## src/rtl/ibex_pkg.sv

```systemverilog
// ibex_pkg: shared types and constants for the EX issue controller slice.
//   ex_issue_state_e : issue FSM states (idle / multi-cycle / waiting on writeback)
//   IMD_VAL_W        : width of each intermediate-value register bank
package ibex_pkg;

    localparam int unsigned IMD_VAL_W = 34;

    typedef enum logic [1:0] {
        EX_IDLE    = 2'd0,
        EX_MULTI   = 2'd1,
        EX_WAIT_WB = 2'd2
    } ex_issue_state_e;

endpackage

```

## src/rtl/ibex_imd_val_reg.sv

```systemverilog
// ibex_imd_val_reg: two intermediate-value banks written by the EX block.
// Ports:
//   clk_i, rst_ni : clock, synchronous active-low reset (clears both banks)
//   we_i          : per-bank write enable
//   d_i           : per-bank write data
//   q_o           : per-bank stored value
module ibex_imd_val_reg
    import ibex_pkg::*;
#(
    parameter int unsigned ImdValW = IMD_VAL_W
) (
    input  logic                   clk_i,
    input  logic                   rst_ni,
    input  logic [1:0]             we_i,
    input  logic [1:0][ImdValW-1:0] d_i,
    output logic [1:0][ImdValW-1:0] q_o
);

    logic [1:0][ImdValW-1:0] imd_d, imd_q;

    always_comb begin
        imd_d = imd_q;
        for (int k = 0; k < 2; k++) begin
            if (we_i[k]) imd_d[k] = d_i[k];
        end
    end

    always_ff @(posedge clk_i) begin
        if (!rst_ni) imd_q <= '0;
        else         imd_q <= imd_d;
    end

    assign q_o = imd_q;

endmodule

```

## src/rtl/ibex_ex_issue_ctrl.sv

```systemverilog
// ibex_ex_issue_ctrl: ID-side issue controller for the execution block.
// Sequences single- and multi-cycle ALU/MUL/DIV instructions, owns the
// intermediate-value registers, and stalls ID until writeback takes the result.
// Ports:
//   clk_i, rst_ni            : clock, synchronous active-low reset
//   instr_valid_i, flush_i   : instruction present / kill it
//   mult_sel_i, div_sel_i    : static decoder selects
//   ex_valid_i, wb_ready_i   : EX result valid / writeback accepts it
//   imd_val_we_i/_d_i/_q_o   : intermediate-value register access from EX
//   mult_en_o, div_en_o      : dynamic enables, held until retirement
//   alu_instr_first_cycle_o  : first EX cycle of the instruction
//   multdiv_ready_id_o       : ID can consume the mult/div result
//   instr_done_o, stall_o    : retirement pulse / hold ID
// Optional: define IBEX_EX_ISSUE_PERF_EN to add stall_cycles_o, a saturating
// count of stalled cycles.
module ibex_ex_issue_ctrl
    import ibex_pkg::*;
#(
    parameter bit          RV32M   = 1'b1,
    parameter int unsigned ImdValW = IMD_VAL_W
) (
    input  logic                    clk_i,
    input  logic                    rst_ni,
    input  logic                    instr_valid_i,
    input  logic                    mult_sel_i,
    input  logic                    div_sel_i,
    input  logic                    flush_i,
    input  logic                    wb_ready_i,
    input  logic                    ex_valid_i,
    input  logic [1:0]              imd_val_we_i,
    input  logic [1:0][ImdValW-1:0] imd_val_d_i,
    output logic [1:0][ImdValW-1:0] imd_val_q_o,
    output logic                    mult_en_o,
    output logic                    div_en_o,
    output logic                    alu_instr_first_cycle_o,
    output logic                    multdiv_ready_id_o,
    output logic                    instr_done_o,
    output logic                    stall_o
`ifdef IBEX_EX_ISSUE_PERF_EN
    ,
    output logic [31:0]             stall_cycles_o
`endif
);

    ex_issue_state_e state_d, state_q;
    logic            go, done;
    logic [1:0]      imd_we;

    assign go   = instr_valid_i & ~flush_i;
    assign done = go & ex_valid_i & wb_ready_i;

    // A flush (or valid dropping) kills the instruction: EX must not update
    // its intermediate state on behalf of a dead instruction.
    assign imd_we = {2{go}} & imd_val_we_i;

    assign multdiv_ready_id_o = wb_ready_i;

    always_comb begin
        state_d                 = state_q;
        mult_en_o               = 1'b0;
        div_en_o                = 1'b0;
        alu_instr_first_cycle_o = 1'b0;
        instr_done_o            = 1'b0;
        stall_o                 = 1'b0;

        if (!go || done) begin
            state_d = EX_IDLE;
        end else if (ex_valid_i) begin
            state_d = EX_WAIT_WB;
        end else if (state_q != EX_WAIT_WB) begin
            state_d = EX_MULTI;
        end

        if (rst_ni) begin
            mult_en_o               = RV32M & go & mult_sel_i;
            div_en_o                = RV32M & go & div_sel_i;
            alu_instr_first_cycle_o = go & (state_q == EX_IDLE);
            instr_done_o            = done;
            stall_o                 = go & ~done;
        end
    end

    always_ff @(posedge clk_i) begin
        if (!rst_ni) state_q <= EX_IDLE;
        else         state_q <= state_d;
    end

    ibex_imd_val_reg #(
        .ImdValW (ImdValW)
    ) u_imd_val_reg (
        .clk_i  (clk_i),
        .rst_ni (rst_ni),
        .we_i   (imd_we),
        .d_i    (imd_val_d_i),
        .q_o    (imd_val_q_o)
    );

`ifdef IBEX_EX_ISSUE_PERF_EN
    logic [31:0] stall_cnt_d, stall_cnt_q;

    always_comb begin
        stall_cnt_d = stall_cnt_q;
        if (stall_o && (stall_cnt_q != 32'hFFFF_FFFF)) stall_cnt_d = stall_cnt_q + 32'd1;
    end

    always_ff @(posedge clk_i) begin
        if (!rst_ni) stall_cnt_q <= '0;
        else         stall_cnt_q <= stall_cnt_d;
    end

    assign stall_cycles_o = stall_cnt_q;
`endif

endmodule
```

## config.mk

```make
export PLATFORM = sky130hd
export DESIGN_NAME = ibex_ex_issue_ctrl
export DESIGN_NICKNAME = d
export VERILOG_FILES = /design/src/rtl/ibex_pkg.sv /design/src/rtl/ibex_imd_val_reg.sv /design/src/rtl/ibex_ex_issue_ctrl.sv
export SDC_FILE = /design/constraint.sdc
export NUM_CORES = 1
export LEC_CHECK = 0
export ABC_AREA = 1
export CORE_MARGIN = 2
export CORE_UTILIZATION = 44
export CTS_BUF_LIST = sky130_fd_sc_hd__clkbuf_4
export CTS_CLUSTER_DIAMETER = 40
export CTS_CLUSTER_SIZE = 28
export DETAILED_ROUTE_END_ITERATION = 8
export GPL_TIMING_DRIVEN = 0
export PLACE_DENSITY = 0.88
export SYNTH_ARGS = -nofsm -noshare
export SYNTH_HDL_FRONTEND = slang
export SYNTH_SLANG_ARGS = --single-unit
```

## constraint.sdc

```tcl
create_clock -name clk_i -period 1.9 [get_ports clk_i]
set_clock_uncertainty 0.2 [all_clocks]
set_input_delay 0.19 -clock clk_i [delete_from_list [all_inputs] [get_ports clk_i]]
set_output_delay 0.19 -clock clk_i [all_outputs]
set_load 0.02 [all_outputs]
```

==> impl_metrics.env, run 1 <==
export IMPL_gp_congestion=0.810
export IMPL_fp_coreArea_mm2=0.00635
export IMPL_grt_antenna_before_repair=0
export IMPL_die_h_um=85.2
export IMPL_post_synth_instance_area_mm2=0.00290
export IMPL_drc=0
export IMPL_wl_per_cell_um=11.5
export IMPL_dp_hpwl_mm=6.13
export IMPL_floorplan_initialDensity_pct=45.7
export IMPL_die_ar_mm2=0.00726
export IMPL_setup_worst_path_end="imd_val_q_o[3]"
export IMPL_sw_frac_of_total_pct=25.7
export IMPL_worstRegToRegCells=3
export IMPL_detail_route_vias_per_cell=4.42
export IMPL_worst_ir_drop_vdd_mv=0.487
export IMPL_power_leakage_nw=2.35
export IMPL_max_cap_violations=0
export IMPL_rsz0062_at_grt="no"
export IMPL_cts_tree="yes"
export IMPL_clock_insertion_delay_worst_skew_ps=390
export IMPL_global_route_wire_length_before_repair_mm=12.8
export IMPL_timing_final_crit_share_pct=94.4
export IMPL_critPathMaxFanout=2
export IMPL_p_int_mw=2.55
export IMPL_grt_use_total_pct=22.0
export IMPL_io_buffer_count=150
export IMPL_relative_area_change_from_synthesis_to_final_layout_pct=61.4
export IMPL_report_final_hold_viol_count=0
export IMPL_finalNetCount=690
export IMPL_dp_cells=677
export IMPL_synth_seq_area_share_pct=48.3
export IMPL_power_sequential_fraction_pct=46.1
export IMPL_worstSetupStartpoint="u_imd_val_reg.q_o[3]"
export IMPL_finish_cell_count_without_fillers=694
export IMPL_detail_route_antenna_nets=0
export IMPL_num_vias=3068
export IMPL_pwr_per_cell_area_mw_per_mm2=733
export IMPL_timing_worst_slew_pin_value_ps=507
export IMPL_synth_fp_nets=528
export IMPL_mostFrequentLayoutCell="clkdlybuf4s50_1"
export IMPL_yosys_warnings=0
export IMPL_fin_tns_setup_ps=0
export IMPL_htreeDepth=3
export IMPL_postSynthRegisterBits=70
export IMPL_worst_path_largest_cell_delay_ps=650
export IMPL_detail_route_first_pass_iterations=4
export IMPL_timing_rr_end="state_q[0]"
export IMPL_clkSlewWorstSetupHoldPaths_ps=120
export IMPL_finalWirelength_mm=7.98
export IMPL_clkSinkCount=70
export IMPL_power_switching_uw=883
export IMPL_required_ps=1510
export IMPL_timing_critical_path_from_type="flop"
export IMPL_data_arrival_time_of_the_critical_path_ps=1400
export IMPL_cts_post_setup_buffers_inserted=0
export IMPL_syn_mean_instance_area_um2=6.45
export IMPL_combPwrFrac_pct=19.1
export IMPL_drt_first_iter_violations=50
export IMPL_cts_max_path_buffers=2
export IMPL_stdcell_area_mm2=0.00469
export IMPL_grt_remaining_overflow=0
export IMPL_setup_worst_path_end_class="output pin"
export IMPL_timing_max_slew_rel_slack_pct=66.2
export IMPL_synth_distinct_cells=13
export IMPL_via_count_of_the_first_global_routing_pass=2902
export IMPL_num_rows=29
export IMPL_clockPowerShare_pct=34.8
export IMPL_die_w_um=85.2
export IMPL_critical_path_depth=1
export IMPL_grt_start_max_net_pins=13
export IMPL_timing_final_setup_violations=0
export IMPL_post_synth_inst_count=450
export IMPL_io_pins=152
export IMPL_crit_slowest_cell="clkdlybuf4s50_1"
export IMPL_final_period_minus_worst_setup_slack_ps=1790
export IMPL_whs_path_depth=4
export IMPL_fmaxAchievable_mhz=558
export IMPL_num_antenna_cells=0
export IMPL_fin_worst_hold_slack_ps=50.5
export IMPL_worstPathBufferInverterCount=1
export IMPL_run_status="completed"
export IMPL_detailed_place_area_mm2=0.00450
export IMPL_regToRegSetupSlack_ps=980
export IMPL_critPathTopFamily="buffers and inverters"
export IMPL_filler_cells=479
export IMPL_power_total_mw=3.43
export IMPL_criticalPathCategory="flop to output pin"
export IMPL_timing_max_transition_violations_final=0
export IMPL_cts_root_buf="clkbuf_4"
export IMPL_tritoncts_buffers=9
export IMPL_holdCritPathClass="primary input to flop"
export IMPL_drive_gt1_share_pct=5.67
export IMPL_worst_flop_to_flop_path_startpoint="state_q[0]"
export IMPL_crit_chain="clkdlybuf4s50_1"
export IMPL_layout_cells_most_common_list="clkdlybuf4s50_1 (145), nor2_1 (140), nand2_1 (137), inv_1 (73), dfxtp_1 (70)"
==> registers in the layout, summed over array words and instances (netlist names) <==
register           cells
state_q                2
u_imd_val_reg.q_o     68
==> Yosys cell counts, drive strengths merged <==
cell type / number / area share (%)
buf: 16 / 4.0
nor2: 140 / 18
and2: 1 / 0.22
a21oi: 1 / 0.17
nand2: 137 / 18
inv: 73 / 9.4
nor3: 2 / 0.34
nand3: 3 / 0.86
dfxtp: 70 / 48
clkbuf: 7 / 0.91
==> power by group through the flow <==
stage / combinational [mW] / sequential [mW] / clock [mW]
after floorplan: 0.201 / 1.71 / 0
after global placement: 0.645 / 1.61 / 0
after detailed placement: 0.658 / 1.62 / 0
after CTS: 0.660 / 1.58 / 1.21
after global routing: 0.714 / 1.59 / 1.29
final: 0.657 / 1.58 / 1.19
==> worst min-delay path, cell delays in order <==
cell,delay [ps]
buf_2,140
buf_4,180
nand2_1,70
nor2_1,30
==> area by class of cell <==
| type | instances | area (um^2) | area share, % |
|---|---|---|---|
| Tap cell | 77 | 96.3 | 2.06 |
| Timing Repair Buffer | 151 | 1500 | 32.0 |
| Clock inverter | 7 | 113 | 2.40 |
| Multi-Input combinational cell | 284 | 1090 | 23.3 |
| Sequential cell | 70 | 1400 | 29.9 |
| Clock buffer | 9 | 67.6 | 1.44 |
| Inverter | 73 | 274 | 5.85 |
| Buffer | 23 | 141 | 3.02 |
==> what timing repair did <==
item	CTS	global route
endpoints found under the setup margin	5	5
gates resized for setup	5	4
hold buffers	0	1
pin swaps	0	0
endpoints found under the hold margin	0	1
==> stage by stage <==
stage          util, %  setup WS (ps)
2_1_floorplan        -            553
3_3_place_gp      70.9           -223
3_5_place_dp      70.9           -260
4_1_cts           73.6           26.8
5_1_grt           73.8           26.5
6_report          73.8            106
==> routing by layer <==
| layer | track usage, % | part of all wire [%] | vias up |
|---|---|---|---|
| met1 | 24.6 | 41 | 1351 |
| met3 | 5.54 | 6.7 | 20 |
| li1 | - | - | 1597 |
| met4 | 10.8 | 2.9 | 0 |
| met5 | 0 | 0 | - |
| met2 | 38.8 | 50 | 100 |
==> cells by family (layout without fill, tap and decap cells) <==
| family | after synthesis | after routing | synth area share [%] |
|---|---|---|---|
| simple gates | 283 | 283 | 37.2 |
| compound gates | 1 | 1 | 0.172 |
| flops | 70 | 70 | 48.3 |
| buf+inv | 96 | 263 | 14.3 |
==> worst min path at each step <==
stage	start	endpoint	slack, ps
after floorplan	imd_val_d_i[27]	u_imd_val_reg.q_o[27]	120
after global placement	u_imd_val_reg.q_o[17]	u_imd_val_reg.q_o[17]	300
after detailed placement	u_imd_val_reg.q_o[44]	u_imd_val_reg.q_o[44]	300
after CTS	rst_ni	u_imd_val_reg.q_o[48]	20
after global routing	rst_ni	u_imd_val_reg.q_o[48]	20
final	rst_ni	u_imd_val_reg.q_o[48]	50
No activity file was read; power rests on OpenSTA's default activity.
==> run 2: changes to the inputs <==
Settings changed: CTS_CLUSTER_SIZE 28 to unset.
==> results of run 2 <==
Final layout, timing and power as in run 1 (identical DEF).
==> run 3: changes to the inputs <==
Settings changed: GPL_TIMING_DRIVEN 0 to unset.
==> impl_metrics.env, run 3 (synthesis gave the netlist of run 1 again) <==
export IMPL_final_period_minus_worst_setup_slack_ps=1780
export IMPL_holdCritPathClass="primary input to flop"
export IMPL_mostFrequentLayoutCell="clkdlybuf4s50_1"
export IMPL_holdCritStartpoint="rst_ni"
export IMPL_groute_layer_met2_usage_pct=39.4
export IMPL_cts_root_buf="clkbuf_4"
export IMPL_layout_cells_most_common_list="clkdlybuf4s50_1 (145), nor2_1 (140), nand2_1 (137), inv_1 (73), dfxtp_1 (70)"
export IMPL_num_antenna_cells=0
export IMPL_grt_busiest_layer="met2"
export IMPL_worst_ir_drop_vdd_mv=0.516
export IMPL_filler_cells=509
export IMPL_clkSinkCount=70
export IMPL_gp_congestion=0.733
export IMPL_timing_max_transition_violations_final=0
export IMPL_via_count_of_the_first_global_routing_pass=2941
export IMPL_grt_remaining_overflow=0
export IMPL_worstPathBufferInverterCount=1
export IMPL_finalNetCount=673
export IMPL_io_buffer_count=151
export IMPL_die_w_um=85.2
export IMPL_max_cap_violations=0
export IMPL_drt_first_iter_violations=71
export IMPL_run_status="completed"
export IMPL_dp_hpwl_mm=5.51
export IMPL_post_cts_hold_buffer_count=0
export IMPL_detail_route_first_pass_iterations=4
export IMPL_cts_tree="yes"
export IMPL_fp_coreArea_mm2=0.00635
export IMPL_cts_post_setup_buffers_inserted=0
export IMPL_num_vias=2936
export IMPL_data_arrival_time_of_the_critical_path_ps=1390
export IMPL_relative_area_change_from_synthesis_to_final_layout_pct=56.6
export IMPL_drc=0
export IMPL_wl_per_cell_um=11.2
export IMPL_regToRegSetupSlack_ps=970
export IMPL_crit_chain="clkdlybuf4s50_1"
export IMPL_fin_worst_hold_slack_ps=13.2
export IMPL_timing_worst_slew_pin_value_ps=716
export IMPL_worstSetupStartpoint="u_imd_val_reg.q_o[13]"
export IMPL_htreeDepth=3
export IMPL_worst_flop_to_flop_path_startpoint="state_q[0]"
export IMPL_floorplan_initialDensity_pct=45.7
export IMPL_grt_met3_usage_pct=6.32
export IMPL_critPathTopFamily="buffers and inverters"
export IMPL_pwr_per_cell_area_mw_per_mm2=661
export IMPL_global_route_wire_length_before_repair_mm=12.6
export IMPL_cts_repair_resize_count=5
export IMPL_grt_antenna_before_repair=0
export IMPL_finish_cell_count_without_fillers=677
export IMPL_setup_worst_path_end_class="output pin"
export IMPL_timing_final_crit_share_pct=93.7
export IMPL_clock_insertion_delay_worst_skew_ps=390
export IMPL_criticalPathCategory="flop to output pin"
export IMPL_grt_use_met1_pct=22.8
export IMPL_fmaxAchievable_mhz=562
export IMPL_grt_start_max_net_pins=69
export IMPL_clkSlewWorstSetupHoldPaths_ps=110
export IMPL_die_ar_mm2=0.00726
export IMPL_largest_reg_flops=68
export IMPL_num_rows=29
export IMPL_detail_route_antenna_nets=0
export IMPL_timing_final_setup_violations=0
export IMPL_finalWirelength_mm=7.61
export IMPL_detail_route_vias_per_cell=4.34
export IMPL_report_final_hold_viol_count=0
export IMPL_dp_cells=661
export IMPL_finalCoreUtilization_pct=71.6
export IMPL_drive_gt1_share_pct=4.00
export IMPL_fin_tns_setup_ps=0
export IMPL_required_ps=1510
export IMPL_power_total_mw=3.00
export IMPL_cts_max_path_buffers=2
export IMPL_power_leakage_nw=2.29
export IMPL_grt_use_total_pct=21.6
export IMPL_crit_slowest_cell="clkdlybuf4s50_1"
export IMPL_timing_max_slew_rel_slack_pct=52.2
export IMPL_die_h_um=85.2
export IMPL_worst_path_largest_cell_delay_ps=640
export IMPL_tritoncts_buffers=9
export IMPL_timing_critical_path_from_type="flop"
export IMPL_rsz0062_at_grt="no"
export IMPL_critPathMaxFanout=2
export IMPL_io_pins=152
-- run 3: cell types whose count changed in the layout (fill, tap and decap cells not counted), sizes merged --
| cell | previous run | this run |
|---|---|---|
| clkbuf | 17 | 10 |
| bufinv | 3 | 0 |
| dlygate4sd3 | 1 | 0 |
| buf | 16 | 7 |
| dlygate4sd2 | 4 | 5 |
| clkinv | 4 | 6 |
-- run 3: layer usage --
layer	wire, um	part of all wire [%]
met5	0	0
met4	194	2.5
met3	528	6.9
met2	3820	50
met1	3060	40
-- run 3: layout make-up --
class	count	area, um^2	share of cell area [%]
repair buffers	157	1580	34.8
flip-flops and latches	70	1400	30.8
multi-input cells	284	1090	23.9
inverters	73	274	6.03
well taps	77	96.3	2.12
clock buffers	10	75.1	1.65
clock inverters	6	28.8	0.633
-- run 3: stage by stage --
step                area, um^2  setup WS (ps)
floorplan                 2900            553
global placement          4450           -133
detailed placement        4450           -162
CTS                       4540           99.7
global route              4540           5.49
finish                    4540            121
-- run 3: where the power goes --
group          internal [mW]  switching, mW  total, mW  leakage (nW)
clock network          0.269          0.509      0.778        0.0671
logic                  0.340          0.303      0.643          1.65
registers               1.54         0.0387       1.58         0.573
total                   2.15          0.851       3.00          2.29
-- run 3: final timing paths --
check / endpoint / cells past startpoint
max: imd_val_q_o[13] / 1
min: state_q[1] / 3
max reg2reg: state_q[0] / 3
min reg2reg: u_imd_val_reg.q_o[66] / 4
